File: src/rtl/sprite_cmd_encoder.sv
`default_nettype none
// ============================================================================
// Module  : sprite_cmd_encoder
// Purpose : Buffers sprite records and serializes them onto the 32-bit sprite
//           command bus, inserting ping/pong flush words at frame boundaries.
// Revision: 1.0 - initial release
// ============================================================================
module sprite_cmd_encoder #(
  parameter int FIFO_DEPTH = 8,
  parameter int PTR_W      = 3
) (
  input  logic             clk,
  input  logic             reset,
  input  logic             req_valid,
  output logic             req_ready,
  input  logic [5:0]       req_sub_comp,
  input  logic [4:0]       req_child_comp,
  input  logic             req_visible,
  input  logic             req_flip,
  input  logic [4:0]       req_pattern,
  input  logic [9:0]       req_x,
  input  logic [9:0]       req_y,
  input  logic [9:0]       req_shift,
  input  logic             frame_end,
  output logic [31:0]      writedata,
  output logic             back_buf,
  output logic [PTR_W:0]   fifo_level,
  output logic             busy
);

  typedef struct packed {
    logic [5:0] sub_comp;
    logic [4:0] child_comp;
    logic       visible;
    logic       flip;
    logic [4:0] pattern;
    logic [9:0] x;
    logic [9:0] y;
    logic [9:0] shift;
  } rec_t;

  typedef enum logic [2:0] {
    S_IDLE  = 3'd0,
    S_ATTR  = 3'd1,
    S_XC    = 3'd2,
    S_YC    = 3'd3,
    S_SHF   = 3'd4,
    S_FLUSH = 3'd5
  } state_t;

  localparam logic [PTR_W:0] c_full_lvl = FIFO_DEPTH[PTR_W:0];
  localparam logic [31:0]    c_nop      = 32'h0;

  rec_t             r_mem [FIFO_DEPTH];
  rec_t             r_cur;
  logic [PTR_W-1:0] r_wr_ptr;
  logic [PTR_W-1:0] r_rd_ptr;
  logic [PTR_W:0]   r_count;
  state_t           r_state;
  logic             r_flush_pending;
  logic             r_back_buf;
  logic [31:0]      r_writedata;

  state_t           w_state_nxt;
  logic [31:0]      w_word_nxt;
  logic             w_pop;
  logic             w_push;
  logic             w_full;
  logic             w_empty;
  logic             w_pend_eff;
  logic             w_bb_next;
  rec_t             w_head;
  rec_t             w_req;

  function automatic logic [31:0] rec_word(input logic [5:0]  sub,
                                           input logic [4:0]  child,
                                           input logic [2:0]  typ,
                                           input logic        pp,
                                           input logic [12:0] msg);
    return {sub, child, 4'b0001, typ, pp, msg};
  endfunction

  assign w_req = '{sub_comp: req_sub_comp, child_comp: req_child_comp,
                   visible: req_visible, flip: req_flip, pattern: req_pattern,
                   x: req_x, y: req_y, shift: req_shift};

  assign w_full    = (r_count == c_full_lvl);
  assign w_empty   = (r_count == '0);
  assign w_push    = req_valid && !w_full;
  assign w_head    = r_mem[r_rd_ptr];
  // The flush being serviced in FLUSH is already consumed; only a fresh
  // frame_end (registered next edge) can re-arm it.
  assign w_pend_eff = r_flush_pending && (r_state != S_FLUSH);
  assign w_bb_next  = (r_state == S_FLUSH) ? ~r_back_buf : r_back_buf;

  always_comb begin
    w_state_nxt = r_state;
    w_word_nxt  = c_nop;
    w_pop       = 1'b0;
    case (r_state)
      S_ATTR: begin
        w_state_nxt = S_XC;
        w_word_nxt  = rec_word(r_cur.sub_comp, r_cur.child_comp, 3'b010,
                               r_back_buf, {3'b000, r_cur.x});
      end
      S_XC: begin
        w_state_nxt = S_YC;
        w_word_nxt  = rec_word(r_cur.sub_comp, r_cur.child_comp, 3'b011,
                               r_back_buf, {3'b000, r_cur.y});
      end
      S_YC: begin
        w_state_nxt = S_SHF;
        w_word_nxt  = rec_word(r_cur.sub_comp, r_cur.child_comp, 3'b100,
                               r_back_buf, {3'b000, r_cur.shift});
      end
      default: begin
        // Record-boundary decision: pending flush beats queued records.
        if (w_pend_eff) begin
          w_state_nxt = S_FLUSH;
          w_word_nxt  = {6'd0, 5'd0, 4'b1111, 3'b000, w_bb_next, 13'd0};
        end else if (!w_empty) begin
          w_pop       = 1'b1;
          w_state_nxt = S_ATTR;
          w_word_nxt  = rec_word(w_head.sub_comp, w_head.child_comp, 3'b001,
                                 w_bb_next,
                                 {w_head.visible, w_head.flip, 6'd0, w_head.pattern});
        end else begin
          w_state_nxt = S_IDLE;
        end
      end
    endcase
  end

  always_ff @(posedge clk) begin
    if (w_push) begin
      r_mem[r_wr_ptr] <= w_req;
    end
  end

  always_ff @(posedge clk or negedge reset) begin
    if (!reset) begin
      r_state         <= S_IDLE;
      r_writedata     <= c_nop;
      r_back_buf      <= 1'b1;
      r_flush_pending <= 1'b0;
      r_wr_ptr        <= '0;
      r_rd_ptr        <= '0;
      r_count         <= '0;
      r_cur           <= '0;
    end else begin
      r_state         <= w_state_nxt;
      r_writedata     <= w_word_nxt;
      r_back_buf      <= w_bb_next;
      r_flush_pending <= frame_end | w_pend_eff;
      if (w_push) begin
        r_wr_ptr <= r_wr_ptr + PTR_W'(1);
      end
      if (w_pop) begin
        r_rd_ptr <= r_rd_ptr + PTR_W'(1);
        r_cur    <= w_head;
      end
      case ({w_push, w_pop})
        2'b10:   r_count <= r_count + (PTR_W+1)'(1);
        2'b01:   r_count <= r_count - (PTR_W+1)'(1);
        default: r_count <= r_count;
      endcase
    end
  end

  assign req_ready  = !w_full;
  assign writedata  = r_writedata;
  assign back_buf   = r_back_buf;
  assign fifo_level = r_count;
  assign busy       = (r_state != S_IDLE) || !w_empty || r_flush_pending;

endmodule
`default_nettype wire

File: config.mk
export PLATFORM = sky130hd
export DESIGN_NAME = sprite_cmd_encoder
export DESIGN_NICKNAME = d
export VERILOG_FILES = /design/src/rtl/sprite_cmd_encoder.sv
export SDC_FILE = /design/constraint.sdc
export NUM_CORES = 1
export LEC_CHECK = 0
export ABC_CLOCK_PERIOD_IN_PS = 5600
export BUFFER_PORTS_ARGS = -buffer_cell sky130_fd_sc_hd__buf_2
export CAP_MARGIN = 10
export CORE_MARGIN = 5
export CORE_UTILIZATION = 35
export CTS_CLUSTER_DIAMETER = 30
export CTS_CLUSTER_SIZE = 20
export DETAILED_ROUTE_END_ITERATION = 10
export SYNTH_ARGS = -nofsm -noshare
export SYNTH_HDL_FRONTEND = slang
export SYNTH_SLANG_ARGS = --single-unit
File: constraint.sdc
create_clock -name clk -period 5.6 [get_ports clk]
set_input_delay 0.56 -clock clk [delete_from_list [all_inputs] [get_ports clk]]
set_output_delay 0.56 -clock clk [all_outputs]
set_load 0.005 [all_outputs]
==> impl_metrics.toml <==
[placement]
hpwl_mm = 21.0
gp_congestion = 0.724
port_buffers = 89

[sta]
rsz0062_at_grt = "no"
min_period_ps = 3040
clock.fmax_mhz = 329
worst_slew_pin_slew_ps = 1030
finalSetupTns_ps = 0
fin_crit_sh_pct = 54.3
slew_headroom_pct = 31.3
worst_clock_skew_ps = 31.5
final-hold-violation-count = 0
setup_viol = 0
slew_viol_final = 0
whs_ps = 188

[worst_setup_path]
cp.arrival_ps = 3480
crit_slowest_cell = "o32a_4"
path_buf_inv = 1
critPathTopFamily = "compound AO/OA/AOI/OAI gates"
cp_cell_sequence = "o32a_4, or2_2, inv_2, ha_1, xor2_1, ha_1, a21oi_1, xor2_1, nor2_1, xor2_1"
crit_path_start_kind = "register"
crit_top_cell = "xor2_1"
slowest_delay_ps = 700
crit_start = "r_state[1]$_DFF_PN0_"
critPathKind = "register to register"
required_ps = 6040
crit_path_end_kind = "register"
timing.rr.start = "r_state[1]$_DFF_PN0_"
cp_max_fo = 44

[cts]
cts_tree = "done"
htree_levels = 3
root_buffer = "clkbuf_16"
clk_pin_slew_ps = 50
cts.path.max_buffers = 3
clkLatencyLatePin_ps = 590
cts_buffers = 86
ctsResizeCount = 0
cts.sinks = 468

[logic_synthesis]
ys.flop_type = "edfxtp_1"
ys_ff_latch = 468
synth_nets = 935
synth_area_per_cell_um2 = 20.4
synthArstFlopShare_pct = 17.9
synth.distinct_cells = 41
synth_warnings = 0
synth-edff-count = 384
ys_seq_area_share_pct = 76.2
syn_area_um2 = 17900
syn_inst = 878

[routing]
first_pass_iters = 5
drt_iter0_drc = 571
post_drt_wl_per_cell_um = 21.4
wl_mm = 37.7
drc = 0
ant_nets = 0
routed_via_density = 4.93
vias = 8685

[grt]
grt_overflow = 0
grt_max_degree = 51
grt_antenna_before_repair = 5
grt_pass1_wl_mm = 57.8
groute.usage.overall_pct = 13.5
grt_pass1_vias = 9323

[job]
maxCapViolations = 0

[worst_hold_path]
timing.hold.worst.start = "frame_end"
holdCritPathClass = "primary input to register"

[finish]
final_common_cell = "edfxtp_1"
layout_common_cells = "384 x edfxtp_1, 96 x mux4_2, 92 x clkbuf_16"
drive_gt1_share_pct = 33.9
area_delta_synth_final_pct = 23.4
nets = 1074

[pwr]
p_leak_uw = 0.00789
vdd_drop_max_uv = 265
p_per_area_nw_per_um2 = 602

[floorplan]
ios = 91
start_util_pct = 35.5
die_w_um = 236
num_rows = 82
dieArea_um2 = 55700
chipHeight_um = 236
core-area_um2 = 50400

[status]
outcome = "finished clean"
==> report_power, final <==
| group | internal (µW) | switching (µW) |
|---|---|---|
| clock | 3450 | 1750 |
| combinational | 1430 | 1620 |
| sequential | 4520 | 502 |
==> state kept, by name (all words and copies together) (netlist names) <==
register	count
r_mem	384
r_cur	41
writedata	28
fifo_level	4
r_rd_ptr	3
r_state	3
r_wr_ptr	3
back_buf	1
r_flush_pending	1
==> synth_stat cells, drive strengths merged, types with 2 or more instances <==
cell | number | share of area [%]
nand3 | 3 | 0.084
ha | 5 | 0.35
or2 | 2 | 0.070
nand2b | 4 | 0.14
xnor2 | 6 | 0.34
nand2 | 5 | 0.10
edfxtp | 384 | 64
a21oi | 12 | 0.34
buf | 37 | 1.4
o22ai | 6 | 0.21
xor2 | 4 | 0.20
nor2b | 5 | 0.22
clkbuf | 18 | 0.38
mux4 | 96 | 12
mux2 | 3 | 0.19
nor3b | 2 | 0.084
dfrtp | 83 | 12
nor2 | 29 | 0.61
inv | 5 | 0.10
mux2i | 58 | 3.2
o21ai | 66 | 1.8
a21o | 23 | 0.97
nor3 | 13 | 0.36
==> per-stage QoR <==
step | worst slack (ps) | instances | total power (µW) | area [µm²] | utilization [%]
after CTS | 2540 | 1762 | 13500 | 22100 | 43.8
after floorplan | 576 | 878 | 7280 | 17900 | -
final | 2560 | 1763 | 13300 | 22100 | 43.8
after global routing | 2340 | 1762 | 13900 | 22100 | 43.8
after global placement | 2590 | 1600 | 8170 | 19100 | 37.8
after detailed placement | 2570 | 1600 | 8220 | 19100 | 37.8
==> per-layer routing <==
layer	vias to the layer above	GRT usage (%)	share of wire (%)
met3	64	3.34	5.2
li1	3854	-	-
met2	228	21.2	48
met4	8	4.38	1.7
met5	-	0	0.11
met1	4531	18.6	45
==> worst register-to-register path: cells and delay by family (launching register included) <==
family	cells	cell delay, ps
xor+xnor	3	410
simple gates	2	460
flops	1	660
buf+inv	1	80
fa+ha+maj	2	440
compound gates	2	840
==> repair_timing <==
item                      CTS  global route
hold endpoints to repair   34             0
hold buffers                1             0
buffers inserted            0             0
==> path summary, 6_finish.rpt <==
check / to / slack [ps] / cells past startpoint
min in group asynchronous: writedata[27]$_DFF_PN0_ / 470 / 2
setup / recovery: fifo_level[2]$_DFFE_PN0P_ / 2560 / 10
max in group asynchronous: r_rd_ptr[0]$_DFFE_PN0P_ / 4000 / 3
hold / removal: r_flush_pending$_DFF_PN0_ / 190 / 2
setup reg to reg: fifo_level[2]$_DFFE_PN0P_ / 2560 / 10
hold reg to reg: r_cur[45]$_DFFE_PN0P_ / 480 / 1
==> cell type report <==
type | instances | area (µm²)
Antenna cell | 1 | 2.50
Clock buffer | 99 | 2360
Clock inverter | 62 | 639
Fill cell | 4300 | 28300
Inverter | 5 | 18.8
Multi-Input combinational cell | 350 | 3970
Sequential cell | 468 | 13600
Tap cell | 672 | 841
Timing Repair Buffer | 106 | 591
==> logic make-up (layout without fill, tap and decap cells) <==
kind of cell | after synthesis | after routing | share of synthesized area (%)
flip-flops | 468 | 468 | 76.2
multiplexers | 157 | 157 | 15.5
AO/OA/AOI/OAI | 109 | 109 | 3.53
AND/OR/NAND/NOR | 68 | 68 | 1.89
buffers and inverters | 60 | 272 | 1.92
XOR/XNOR | 10 | 10 | 0.532
adder cells (fa/ha/maj) | 5 | 5 | 0.350
other | 1 | 2 | 0.0210
No activity file was read; power rests on OpenSTA's default activity.
